--- config.mk ---
export PLATFORM = sky130hd
export DESIGN_NAME = sdi_rx_scan_ctrl_flat
export DESIGN_NICKNAME = d
export VERILOG_FILES = /design/src/rtl/sdi_rx_scan_ctrl_if.sv /design/src/rtl/sdi_rx_scan_ctrl.sv /design/src/flat_wrapper.sv
export SDC_FILE = /design/constraint.sdc
export NUM_CORES = 1
export LEC_CHECK = 0
export ABC_AREA = 1
export ABC_CLOCK_PERIOD_IN_PS = 2390
export BUFFER_PORTS_ARGS = -buffer_cell sky130_fd_sc_hd__buf_2
export CAP_MARGIN = 30
export CORE_MARGIN = 2
export CORE_UTILIZATION = 50
export DETAILED_ROUTE_END_ITERATION = 6
export GPL_TIMING_DRIVEN = 0
export PLACE_DENSITY = 0.74
export SLEW_MARGIN = 20
export SYNTH_ARGS = -nofsm -noshare
export SYNTH_HDL_FRONTEND = slang
export SYNTH_SLANG_ARGS = --single-unit
--- constraint.sdc ---
create_clock -name rx_clk -period 2.39 [get_ports rx_clk]
set_clock_uncertainty 0.2 [all_clocks]
set_input_delay 0 -clock rx_clk [delete_from_list [all_inputs] [get_ports rx_clk]]
set_output_delay 0 -clock rx_clk [all_outputs]
set_load 0.005 [all_outputs]
--- src/rtl/sdi_rx_scan_ctrl_if.sv ---
// Signal bundle between the SDI rx rate-scan sequencer, host configuration and sdi_core.
// state_dbg mirrors the sequencer FSM state so checkers can bind to it directly.
interface sdi_rx_scan_ctrl_if;
   logic [2:0] scan_mask;
   logic       force_en;
   logic [2:0] force_rate;
   logic       vid_active;
   logic       rx_tg_hdn;
   logic       rx_hd_sdn;
   logic [2:0] rx_rate;
   logic [1:0] serdes_rate_sel;
   logic       serdes_rst;
   logic       locked;
   logic       rate_change;
   logic       unlock_evt;
   logic [7:0] scan_cnt;
   logic [2:0] state_dbg;

   modport master (
      output scan_mask, force_en, force_rate, vid_active, rx_tg_hdn, rx_hd_sdn,
      input  rx_rate, serdes_rate_sel, serdes_rst, locked, rate_change, unlock_evt,
             scan_cnt, state_dbg
   );

   modport slave (
      input  scan_mask, force_en, force_rate, vid_active, rx_tg_hdn, rx_hd_sdn,
      output rx_rate, serdes_rate_sel, serdes_rst, locked, rate_change, unlock_evt,
             scan_cnt, state_dbg
   );
endinterface

--- src/rtl/sdi_rx_scan_ctrl.sv ---
// Rate-scan sequencer: steps rx_rate through the enabled SDI standards until the core
// reports qualified video, supervises that lock and re-scans when video is lost.
module sdi_rx_scan_ctrl #(
   parameter int pcntwidth     = 20,
   parameter int pdwell_cycles = 600000,
   parameter int prst_cycles   = 16,
   parameter int plock_cycles  = 8,
   parameter int ploss_cycles  = 4096
) (
   input  logic                 rx_clk,
   input  logic                 rstn,
   sdi_rx_scan_ctrl_if.slave    bus
);

   typedef enum logic [2:0] {S_INIT, S_SEL, S_RSTS, S_DWELL, S_LOCKED, S_HOLD} state_t;
   typedef enum logic [1:0] {M_TOP, M_ADV, M_RETRY} mode_t;

   localparam logic [pcntwidth-1:0] dwell_last = pcntwidth'(pdwell_cycles - 1);
   localparam logic [pcntwidth-1:0] rst_last   = pcntwidth'(prst_cycles - 1);
   localparam logic [pcntwidth-1:0] lock_last  = pcntwidth'(plock_cycles - 1);
   localparam logic [pcntwidth-1:0] loss_last  = pcntwidth'(ploss_cycles - 1);

   state_t               state_q, state_d;
   mode_t                mode_q, mode_d;
   logic [6:0]           cfg_q;
   logic [pcntwidth-1:0] dwell_q, dwell_d, lcnt_q, lcnt_d;
   logic [2:0]           rx_rate_q, rx_rate_d;
   logic [1:0]           rate_sel_q, rate_sel_d;
   logic                 serdes_rst_q, serdes_rst_d;
   logic                 locked_q, locked_d;
   logic                 rate_change_q, rate_change_d;
   logic                 unlock_q, unlock_d;
   logic [7:0]           scan_cnt_q, scan_cnt_d;

   logic [6:0] cfg;
   logic       cfg_chg, match, qual, hold_tgt;
   logic [2:0] target, mask_q, frate_q;
   logic       fen_q;

   function automatic logic [2:0] top_of(input logic [2:0] m);
      if (m[2])      return 3'b100;
      else if (m[1]) return 3'b010;
      else if (m[0]) return 3'b001;
      else           return 3'b000;
   endfunction

   // Cyclic order 3G -> HD -> SD -> 3G; the current rate is the last resort.
   function automatic logic [2:0] next_after(input logic [2:0] cur, input logic [2:0] m);
      case (cur)
         3'b100:  return m[1] ? 3'b010 : (m[0] ? 3'b001 : 3'b100);
         3'b010:  return m[0] ? 3'b001 : (m[2] ? 3'b100 : 3'b010);
         3'b001:  return m[2] ? 3'b100 : (m[1] ? 3'b010 : 3'b001);
         default: return top_of(m);
      endcase
   endfunction

   function automatic logic [1:0] sel_of(input logic [2:0] r);
      if (r == 3'b100)      return 2'b10;
      else if (r == 3'b010) return 2'b01;
      else                  return 2'b00;
   endfunction

   assign cfg     = {bus.force_en, bus.force_rate, bus.scan_mask};
   assign cfg_chg = (cfg != cfg_q);
   assign fen_q   = cfg_q[6];
   assign frate_q = cfg_q[5:3];
   assign mask_q  = cfg_q[2:0];

   always_comb begin
      match = 1'b0;
      case (rx_rate_q)
         3'b100:  match = bus.rx_tg_hdn;
         3'b010:  match = !bus.rx_tg_hdn && bus.rx_hd_sdn;
         3'b001:  match = !bus.rx_tg_hdn && !bus.rx_hd_sdn;
         default: match = 1'b0;
      endcase
   end
   assign qual = bus.vid_active && match;

   always_comb begin
      target   = 3'b000;
      hold_tgt = 1'b0;
      if (fen_q) begin
         target   = frate_q;
         hold_tgt = !(frate_q == 3'b100 || frate_q == 3'b010 || frate_q == 3'b001);
      end else if (mask_q == 3'b000) begin
         hold_tgt = 1'b1;
      end else begin
         case (mode_q)
            M_ADV:   target = next_after(rx_rate_q, mask_q);
            M_RETRY: target = |(rx_rate_q & mask_q) ? rx_rate_q : top_of(mask_q);
            default: target = top_of(mask_q);
         endcase
      end
   end

   always_comb begin
      state_d       = state_q;
      mode_d        = mode_q;
      dwell_d       = dwell_q;
      lcnt_d        = lcnt_q;
      rx_rate_d     = rx_rate_q;
      rate_sel_d    = rate_sel_q;
      locked_d      = locked_q;
      rate_change_d = 1'b0;
      unlock_d      = 1'b0;
      scan_cnt_d    = scan_cnt_q;
      case (state_q)
         S_INIT: begin
            state_d = S_SEL;
            mode_d  = M_TOP;
         end
         S_SEL: begin
            if (hold_tgt) begin
               state_d   = S_HOLD;
               rx_rate_d = 3'b000;
               locked_d  = 1'b0;
            end else begin
               state_d       = S_RSTS;
               rx_rate_d     = target;
               rate_sel_d    = sel_of(target);
               rate_change_d = 1'b1;
               dwell_d       = '0;
               lcnt_d        = '0;
            end
         end
         // The dwell window runs from the rate change, so SERDES reset time counts against it.
         S_RSTS: begin
            dwell_d = dwell_q + 1'b1;
            if (dwell_q >= rst_last) begin
               state_d = S_DWELL;
               lcnt_d  = '0;
            end
         end
         S_DWELL: begin
            dwell_d = dwell_q + 1'b1;
            lcnt_d  = qual ? lcnt_q + 1'b1 : '0;
            if (qual && lcnt_q == lock_last) begin
               state_d    = S_LOCKED;
               locked_d   = 1'b1;
               scan_cnt_d = 8'd0;
               lcnt_d     = '0;
            end else if (dwell_q >= dwell_last) begin
               state_d    = S_SEL;
               mode_d     = fen_q ? M_RETRY : M_ADV;
               scan_cnt_d = (scan_cnt_q == 8'hff) ? scan_cnt_q : scan_cnt_q + 8'd1;
            end
         end
         S_LOCKED: begin
            lcnt_d = bus.vid_active ? '0 : lcnt_q + 1'b1;
            if (!bus.vid_active && lcnt_q == loss_last) begin
               state_d  = S_SEL;
               mode_d   = M_RETRY;
               locked_d = 1'b0;
               unlock_d = 1'b1;
            end
         end
         default: ;
      endcase
      // A configuration edit restarts the search silently from the top.
      if (cfg_chg && state_q != S_INIT) begin
         state_d       = S_SEL;
         mode_d        = M_TOP;
         locked_d      = 1'b0;
         unlock_d      = 1'b0;
         rate_change_d = 1'b0;
         rx_rate_d     = rx_rate_q;
         rate_sel_d    = rate_sel_q;
      end
      serdes_rst_d = (state_d == S_RSTS) || (state_d == S_HOLD) || (state_d == S_INIT);
   end

   always_ff @(posedge rx_clk) begin
      if (!rstn) begin
         state_q       <= S_INIT;
         mode_q        <= M_TOP;
         cfg_q         <= '0;
         dwell_q       <= '0;
         lcnt_q        <= '0;
         rx_rate_q     <= 3'b000;
         rate_sel_q    <= 2'b00;
         serdes_rst_q  <= 1'b1;
         locked_q      <= 1'b0;
         rate_change_q <= 1'b0;
         unlock_q      <= 1'b0;
         scan_cnt_q    <= 8'd0;
      end else begin
         state_q       <= state_d;
         mode_q        <= mode_d;
         cfg_q         <= cfg;
         dwell_q       <= dwell_d;
         lcnt_q        <= lcnt_d;
         rx_rate_q     <= rx_rate_d;
         rate_sel_q    <= rate_sel_d;
         serdes_rst_q  <= serdes_rst_d;
         locked_q      <= locked_d;
         rate_change_q <= rate_change_d;
         unlock_q      <= unlock_d;
         scan_cnt_q    <= scan_cnt_d;
      end
   end

   assign bus.rx_rate         = rx_rate_q;
   assign bus.serdes_rate_sel = rate_sel_q;
   assign bus.serdes_rst      = serdes_rst_q;
   assign bus.locked          = locked_q;
   assign bus.rate_change     = rate_change_q;
   assign bus.unlock_evt      = unlock_q;
   assign bus.scan_cnt        = scan_cnt_q;
   assign bus.state_dbg       = state_q;

endmodule

--- src/flat_wrapper.sv ---
// flat-port wrapper written by rule: the top's interface ports become plain ports
module sdi_rx_scan_ctrl_flat 
#(
   parameter int pcntwidth     = 20,
   parameter int pdwell_cycles = 600000,
   parameter int prst_cycles   = 16,
   parameter int plock_cycles  = 8,
   parameter int ploss_cycles  = 4096
)
  (rx_clk, rstn, bus_scan_mask, bus_force_en, bus_force_rate, bus_vid_active, bus_rx_tg_hdn, bus_rx_hd_sdn, bus_rx_rate, bus_serdes_rate_sel, bus_serdes_rst, bus_locked, bus_rate_change, bus_unlock_evt, bus_scan_cnt, bus_state_dbg);
  sdi_rx_scan_ctrl_if bus_i ();
  input  logic rx_clk;
  input  logic rstn;
  input wire logic [$bits(bus_i.scan_mask)-1:0] bus_scan_mask;
  input wire logic [$bits(bus_i.force_en)-1:0] bus_force_en;
  input wire logic [$bits(bus_i.force_rate)-1:0] bus_force_rate;
  input wire logic [$bits(bus_i.vid_active)-1:0] bus_vid_active;
  input wire logic [$bits(bus_i.rx_tg_hdn)-1:0] bus_rx_tg_hdn;
  input wire logic [$bits(bus_i.rx_hd_sdn)-1:0] bus_rx_hd_sdn;
  output wire logic [$bits(bus_i.rx_rate)-1:0] bus_rx_rate;
  output wire logic [$bits(bus_i.serdes_rate_sel)-1:0] bus_serdes_rate_sel;
  output wire logic [$bits(bus_i.serdes_rst)-1:0] bus_serdes_rst;
  output wire logic [$bits(bus_i.locked)-1:0] bus_locked;
  output wire logic [$bits(bus_i.rate_change)-1:0] bus_rate_change;
  output wire logic [$bits(bus_i.unlock_evt)-1:0] bus_unlock_evt;
  output wire logic [$bits(bus_i.scan_cnt)-1:0] bus_scan_cnt;
  output wire logic [$bits(bus_i.state_dbg)-1:0] bus_state_dbg;
  assign bus_i.scan_mask = bus_scan_mask;
  assign bus_i.force_en = bus_force_en;
  assign bus_i.force_rate = bus_force_rate;
  assign bus_i.vid_active = bus_vid_active;
  assign bus_i.rx_tg_hdn = bus_rx_tg_hdn;
  assign bus_i.rx_hd_sdn = bus_rx_hd_sdn;
  assign bus_rx_rate = bus_i.rx_rate;
  assign bus_serdes_rate_sel = bus_i.serdes_rate_sel;
  assign bus_serdes_rst = bus_i.serdes_rst;
  assign bus_locked = bus_i.locked;
  assign bus_rate_change = bus_i.rate_change;
  assign bus_unlock_evt = bus_i.unlock_evt;
  assign bus_scan_cnt = bus_i.scan_cnt;
  assign bus_state_dbg = bus_i.state_dbg;
  sdi_rx_scan_ctrl #(.pcntwidth(pcntwidth), .pdwell_cycles(pdwell_cycles), .prst_cycles(prst_cycles), .plock_cycles(plock_cycles), .ploss_cycles(ploss_cycles)) u_core (.rx_clk(rx_clk), .rstn(rstn), .bus(bus_i));
endmodule
==> results by stage, run 1 <==
Setup path:
- Together, buffers and inverters on the worst path number 1.
- Of all nets on the critical path, the largest fanout is 8.
- The most prevalent standard cell on the critical path is sky130_fd_sc_hd__nor2_4.
- Traced cell by cell, the critical path runs through ha_4 > nand2_1 > nor3_1 > nand4_2 > nor2_8 > nor2_4 > nand2_2 > nand2_4 > nor2_2 > nor2_4 > inv_4 > nor2_1.
- The critical path class is flip-flop to flip-flop.
- The critical path arrival is 2230 ps.
- The highest cell delay on the worst timing path is 390 ps.
- The slowest stage of the critical path is the sky130_fd_sc_hd__dfxtp_2 cell.
- The endpoint required time on the critical path is 2440 ps.
- The family of cells with the greatest summed delay on the critical path is simple AND/OR/NAND/NOR gates.
- The kind of launch point of the worst setup path is a flip-flop.
- STA classifies the critical path endpoint as a flip-flop.

Synth:
- The post-synth design cell area is 0.00427 sq mm.
- The share of synthesized area in the top cell type comes to 0.323.
- Averaged over all synthesized cells, the footprint is 6.59 sq um.
- The synthesis warning total is 0.
- In the post-synthesis netlist, the biggest area contributors are sky130_fd_sc_hd__dfxtp_1 (32%), sky130_fd_sc_hd__nand2_1 (13%), sky130_fd_sc_hd__nor2_1 (8.1%).
- Of the synthesized area, sequential elements account for 0.323.
- The commonest register cell after synthesis is sky130_fd_sc_hd__dfxtp_1.
- The gate count after technology mapping is between 600 and 700.
- In this run, synthesis produced a sequential element count of just under 70.
- The count of different cell masters after synthesis is 45.
- The proportion of register bits with asynchronous set or reset after synthesis is 0.
- Counting every net in the synthesized netlist gives 666.
- The cell type contributing the most total cell area after synthesis is sky130_fd_sc_hd__dfxtp_1.
- The number of synthesized flops with an enable pin is 0.

Timing:
- For the pin with the worst max-slew slack, the measured transition is between 500 and 600 ps.
- The number of hold-slack violations in the final timing report was 0.
- The final setup violation count is 0.
- The worst path needs 2170 ps of the cycle, external delays included.
- Setup repair after global routing left no endpoint under its margin.
- The post-route fraction of the period consumed by the critical path is 0.910.
- The final max-slew violation count is 0.
- The worst slew margin relative to its limit is 0.622.
- In the final timing run, aggregate negative setup slack is 0 ps.
- The timing-limited maximum frequency is 0.460 GHz.

Finish:
- The count of placed standard cells in the final layout, fillers left out is ~810.
- The total number of nets in the final design is 716.
- Leaving out fill and tap cells, the most frequent cell in the layout is sky130_fd_sc_hd__nand2_1.
- The library cells used most frequently in the layout, excluding fill and tap cells, are sky130_fd_sc_hd__nand2_1 (143), sky130_fd_sc_hd__nor2_1 (91), sky130_fd_sc_hd__inv_1 (72).
- The area growth from synthesis to layout is 13.9%.
- Once layout is complete, the utilization of the core stands at 0.590.
- The filler cells instantiated in the layout total between 700 and 800.
- The number of antenna repair diodes is 0.
- The fraction of layout instances using a drive strength above 1 is 0.156.

Clock tree:
- The tree is rooted in a sky130_fd_sc_hd__clkbuf_8.
- The number of buffers between clock root and the deepest sink is 2.
- The H-tree depth is 3.
- The clock net in this run drives a total of 69 sinks.
- The clock-pin slew on the worst setup and hold paths is 80 ps.
- TritonCTS built the clock tree.
- The insertion delay to the later sink of the worst-skew pair is 350 ps.
- The number of clock buffers added by TritonCTS is 9.

Power:
- The internal power of the cells totals 0.00183 W.
- Of the total power, combinational logic draws 0.168.
- VDD sags by at most 0.324 mV.
- The switching share of power is 0.306.
- Of the total power, registers draw 0.458.
- The power per unit of standard cell area is 541 mW/mm^2.
- The switching power of the nets is 0.000805 W.
- The static leakage is approximately 2.1 nW.
- Of the total power, the clock network draws 0.374.

Min path:
- The path class of the lowest-slack min-delay path is input pin to flip-flop.

Placement:
- The final weighted congestion in routability-driven placement is 0.963.
- In this run the tool buffered the top-level ports with 30 buffer cells.
- The wire-length estimate of the detail-placed layout is approximately 7800 microns.
- Including well taps, the total number of placed cells is ~800.

Floorplan:
- The I/O pin count is 32.
- The die covers 0.00930 sq mm.
- The region available for standard cell placement spans 0.00826 sq mm.
- The die span in x is 96.5 microns.
- The floorplan step set the die height to between 90 and 100 microns.
- The starting density of the core is 0.518.
- Row generation in the floorplan step produced 33 rows.

Routing:
- The DRC violation total after the first TritonRoute iteration is roughly 270.
- Using the TritonRoute via totals, the vias-per-cell ratio works out to around 5.3.
- The routed via count is about 4300.
- The routed wirelength normalized by instance count is 12.7 microns.
- The first-pass iteration count of the detailed router is 5.
- The DRC violation count after routing is 0.
- The final routed wirelength across all metal layers is 10300 microns.
- In this run the remaining antenna-violating nets after routing total 0.

Outcome:
- The flow ran to the end, and the final reports show no timing, DRC or antenna violations.

Global route:
- The via count of the first global-routing pass was roughly 3900.
- The total global routing overflow is 0.
- The largest net degree at the start of global routing is 13.
- The total global-route track usage is 0.234.
- The first global-routing pass estimated 17200 microns of wire.
- The initial antenna violation count is 0.

Flow run:
- The number of max-cap violations is 0.
-- layout make-up --
class	instances	area (sq um)	area share
multi-input combinational	484	2540	0.521
tap	105	131	0.0270
inverter	86	328	0.0673
timing repair buffer	39	240	0.0493
clock inverter	5	58.8	0.0121
buffer	10	47.5	0.00977
sequential	69	1380	0.284
clock buffer	11	141	0.0290
-- state kept, by name, summed over array words and instances, names as in the netlist --
name and flops:
u_core.bus.locked 1, u_core.bus.rate_change 1, u_core.bus.rx_rate 3, u_core.bus.scan_cnt 8
u_core.bus.serdes_rate_sel 2, u_core.bus.serdes_rst 1, u_core.bus.state_dbg 3, u_core.bus.unlock_evt 1
u_core.cfg_q 7, u_core.dwell_q 20, u_core.lcnt_q 20, u_core.mode_q 2
-- power groups by stage --
stage                     registers [W]  logic (W)  clock network (W)
after floorplan                 0.00123   0.000313                  0
after global placement          0.00123   0.000420                  0
after detailed placement        0.00123   0.000426                  0
after CTS                       0.00120   0.000439            0.00100
after global routing            0.00121   0.000499            0.00106
final                           0.00120   0.000442           0.000985
-- what timing repair did --
action                                  in CTS  in global routing
endpoints found under the hold margin       17                  0
setup buffers                                0                  0
endpoints found under the setup margin       0                 18
resized for setup                            0                  6
hold buffers                                 9                  0
-- per-stage QoR --
step	total power (W)	area (sq um)	setup WS (ps)	hold slack, ps
2_1_floorplan	0.00154	4270	407	-107
3_3_place_gp	0.00165	4560	77.7	3.67
3_5_place_dp	0.00166	4560	94.2	12.7
4_1_cts	0.00265	4850	61.3	73.6
5_1_grt	0.00277	4870	24.1	116
6_report	0.00263	4870	215	76.5
-- worst min-delay path, delay by kind of cell --
kind / cells / cell delay (ps)
buffers and inverters: 2 / 200
AO/OA/AOI/OAI: 1 / 120
AND/OR/NAND/NOR: 4 / 260
-- cells by family after synthesis --
family | count (synthesis) | synth area share
buffers and inverters | 96 | 0.0878
AOI/OAI and AO/OA | 82 | 0.106
adders and majority gates | 5 | 0.0146
DFF | 69 | 0.323
xor gates and xnor gates | 23 | 0.0471
and+or+nand+nor | 374 | 0.422
-- layer usage --
layer / GRT usage / vias to the layer above / share of wire
met4: 0.0904 / 0 / 0.018
met5: 0 / - / 0
met2: 0.385 / 97 / 0.46
met1: 0.309 / 1994 / 0.48
li1: - / 2217 / -
met3: 0.0357 / 18 / 0.040
-- worst paths after layout --
kind / startpoint / to / slack (ps) / cells past startpoint
worst min-delay path: bus_rx_tg_hdn / u_core.lcnt_q[0] / 80 / 7
worst max-delay path: u_core.lcnt_q[0] / u_core.lcnt_q[15] / 220 / 12
worst min register to register: u_core.bus.serdes_rate_sel[0] / u_core.bus.serdes_rate_sel[0] / 270 / 2
worst max register to register: u_core.lcnt_q[0] / u_core.lcnt_q[15] / 220 / 12
-- synthesized netlist by cell type, drive strengths merged, types with 6 or more instances --
master / instances
a21oi: 39
buf: 6
dfxtp: 69
inv: 85
nand2: 154
nand3: 45
nand4: 27
nor2: 107
nor3: 25
o21ai: 26
xnor2: 11
xor2: 12
Power figures use the tool's default switching activity.
==> inputs of run 2 (changes only) <==
--- a/config.mk
+++ b/config.mk
@@ -7,13 +7,13 @@
 export LEC_CHECK = 0
 export ABC_AREA = 1
 export ABC_CLOCK_PERIOD_IN_PS = 2390
-export BUFFER_PORTS_ARGS = -buffer_cell sky130_fd_sc_hd__buf_2
 export CAP_MARGIN = 30
 export CORE_MARGIN = 2
 export CORE_UTILIZATION = 50
 export DETAILED_ROUTE_END_ITERATION = 6
+export DONT_BUFFER_PORTS = 1
 export GPL_TIMING_DRIVEN = 0
-export PLACE_DENSITY = 0.74
+export PLACE_DENSITY_LB_ADDON = 0.3
 export SLEW_MARGIN = 20
 export SYNTH_ARGS = -nofsm -noshare
 export SYNTH_HDL_FRONTEND = slang
==> results by stage, run 2 (same netlist as run 1, synthesis figures left out) <==
Outcome:
- The run finished, with violations left.
- The checks that failed: hold timing.

Power:
- The internal power is 0.00189 W (+3.4%).
- The worst supply voltage drop on vdd was 0.404 mV (+25%).
- The switching power of the nets is 0.000814 W (+1.1%).
- The power per unit of standard cell area is 570 mW/mm^2 (+5.3%).
- The static leakage is 1.96 nW (-5.9%).
- The switching share of power was 0.301 (-0.00472).
- The sequential share of power is 0.447 (-0.011).
- The post-route total power is 0.00270 W (+2.7%).
- The combinational cell fraction of total power was 0.156 (-0.012).
- The clock group share of total power is 0.396 (+0.022).

Placement:
- The area after detailed placement is 0.00441 sq mm (-3.3%).
- The final weighted congestion in routability-driven placement is 0.923 (-4.2%).
- The estimated wirelength of the detail-placed design is 7690 microns (-1.0%).
- The number of port buffers is 0 (-100%).
- The worst setup slack after placement is 78.5 ps (-15.6 ps).

Timing:
- The number of hold-slack violations in the final timing report is 1 (+1).
- The timing-limited maximum frequency is 0.445 GHz (-3.2%).
- The final setup violation count came to 0 (unchanged).
- Setup repair after global routing left no endpoint under its margin.
- The setup slack after layout came to 143 ps (-72.1 ps).
- The minimum clock period after layout was 2250 ps (+72.1 ps).
- The post-route fraction of the period consumed by the critical path is 0.940 (+0.0302).
- The worst slew margin relative to its limit came to 0.623 (+0.00160).
- The sum of negative setup slack is 0 ps (unchanged).
- The final max-slew violation count was 0 (unchanged).
- The hold slack is -3.59 ps (-80.1 ps).
- The worst-margin pin slew is 565 ps (-2.41 ps).

Clock tree:
- The post-CTS setup-driven buffer insertion count is 0 (unchanged).
- TritonCTS built the clock tree.
- The clock buffer count from CTS was 9 (unchanged).
- The H-tree depth is 3 (unchanged).
- The number of buffers between clock root and the deepest sink is 2 (unchanged).
- The insertion delay to the later sink of the worst-skew pair is 360 ps (about the same).
- The clock root buffer master is sky130_fd_sc_hd__clkbuf_8.
- The clock-pin slew on the worst setup and hold paths was 90 ps (about the same).
- The number of sinks driven by the clock tree was 69 (unchanged).

Finish:
- The library cell used most frequently in the layout, excluding fill and tap cells, is sky130_fd_sc_hd__nand2_1.
- The area taken by multi-input logic gates is 0.00254 sq mm (+0.25%).
- The area growth from synthesis to layout is 11.1%.
- The area of all sequential standard cells is 0.00138 sq mm (-0.18%).
- The number of antenna repair diodes is 0 (unchanged).
- The total number of nets in the final design is 687 (-4.1%).
- The fraction of layout instances using a drive strength above 1 was 0.120 (-0.0363).
- The cell area after layout is 0.00475 sq mm (-2.5%).
- Leaving out fill and tap cells, the most frequent cells in the layout are sky130_fd_sc_hd__nand2_1 (143), sky130_fd_sc_hd__nor2_1 (90), sky130_fd_sc_hd__inv_1 (72).
- The fill cell total of the finished layout is 818 (+4.6%).

Routing:
- The DRC violation count after routing is 0 (unchanged).
- The DRC violation total after the first TritonRoute iteration is 240 (-12%).
- The routed via count divided by cell count is 5.41 (+1.1%).
- The count of antenna-violating nets left after detailed routing is 0 (unchanged).
- The routed wirelength normalized by instance count came to 13.4 microns (+5.8%).
- The first-pass iteration count of the detailed router came to 5 (unchanged).
- The routed via count is 4218 (-2.5%).
- The final routed wirelength across all metal layers is 10500 microns (+2.0%).

Setup path:
- The kind of launch point of the worst setup path is a flip-flop.
- The slowest cell on the critical path is sky130_fd_sc_hd__dfxtp_1.
- The highest cell delay on the worst timing path was 390 ps (about the same).
- The top fanout value on the critical path came to 8 (unchanged).
- In this design, the critical path's most frequently occurring cell is sky130_fd_sc_hd__nor2_4.
- The endpoint required time on the critical path came to 2450 ps (about the same).
- Traced cell by cell, the critical path runs through ha_2 > nand2_1 > nor3_2 > nand4_2 > nor2_8 > nor2_4 > nand2_2 > nand2_4 > nor2_2 > nor2_4 > inv_4 > nor2_1.
- The critical path class is flip-flop to flip-flop.
- The critical path arrival is 2310 ps (+80 ps).
- The endpoint kind of the worst setup timing path is a flip-flop.

Min path:
- The path class of the lowest-slack min-delay path is input pin to flip-flop.

Floorplan:
- The starting density of the core is 0.518 (unchanged).
- The placement row count came to 33 (unchanged).
- The I/O pin count is 32 (unchanged).
- The die height is 96.5 microns (unchanged).
- The placeable core region was 0.00826 sq mm (unchanged).
- The die footprint came to 0.00930 sq mm (unchanged).
- The die span in x is 96.5 microns (unchanged).

Flow run:
- The number of max-cap violations is 0 (unchanged).

Global route:
- The total global-route track usage is 0.238 (+0.00422).
- The via count of the first global-routing pass is 3864 (-0.46%).
- The largest net degree at the start of global routing is 13 (unchanged).
- The initial antenna violation count is 0 (unchanged).
- The global-route wire length before repair came to 17500 microns (+1.6%).
- The total global routing overflow is 0 (unchanged).
-- run 2: changes by cell type in the layout (fill, tap and decap cells not counted), sizes merged --
cell / before / now
inv: 86 / 85
bufinv: 1 / 2
dlygate4sd3: 9 / 10
clkbuf: 15 / 14
clkinv: 2 / 5
clkinvlp: 2 / 0
buf: 36 / 6
-- run 2: power by group through the flow --
| stage | Sequential (W) | Clock [W] | Combinational [W] |
|---|---|---|---|
| after floorplan | 0.00123 | 0 | 0.000313 |
| after global placement | 0.00124 | 0 | 0.000393 |
| after detailed placement | 0.00124 | 0 | 0.000395 |
| after CTS | 0.00121 | 0.00107 | 0.000415 |
| after global routing | 0.00121 | 0.00112 | 0.000470 |
| final | 0.00121 | 0.00107 | 0.000423 |
-- run 2: timing repair --
action	in CTS	in global routing
endpoints found under the hold margin	30	0
gates resized for setup	0	7
hold buffers	10	0
endpoints found under the setup margin	0	22
-- run 2: through the flow --
stage,util,std cells
finish,0.575,780
global placement,0.533,754
CTS,0.572,780
global route,0.575,780
floorplan,-,649
detailed placement,0.533,754
-- run 2: layout make-up --
cell class              count  area share
multi-input cells         484       0.536
flip-flops and latches     69       0.291
inverters                  86      0.0691
well taps                 105      0.0277
clock buffers              10      0.0269
repair buffers             10      0.0211
clock inverters             6      0.0185
plain buffers              10      0.0100
-- run 2: routing by layer --
layer  up-vias  track usage  routed length [microns]
met3        12       0.0497                      656
met4         0       0.0822                      138
met5         -            0                        0
met2       127        0.382                     4730
li1       2158            -                        -
met1      1921        0.319                     4940
-- run 2: worst paths after layout --
| path | start | to | slack, ps | depth (start not counted) |
|---|---|---|---|---|
| min | bus_force_rate[1] | u_core.bus.rx_rate[1] | -4 | 6 |
| min reg2reg | u_core.mode_q[0] | u_core.mode_q[0] | 290 | 2 |
| max reg2reg | u_core.lcnt_q[1] | u_core.lcnt_q[15] | 140 | 12 |
| max | u_core.lcnt_q[1] | u_core.lcnt_q[15] | 140 | 12 |
-- run 2: worst max-delay path: cells and delay by family (launching register included) --
family / cells / cell delay, ps
adders and majority gates: 1 / 260
buffers and inverters: 1 / 100
and+or+nand+nor: 10 / 1190
DFF: 1 / 390
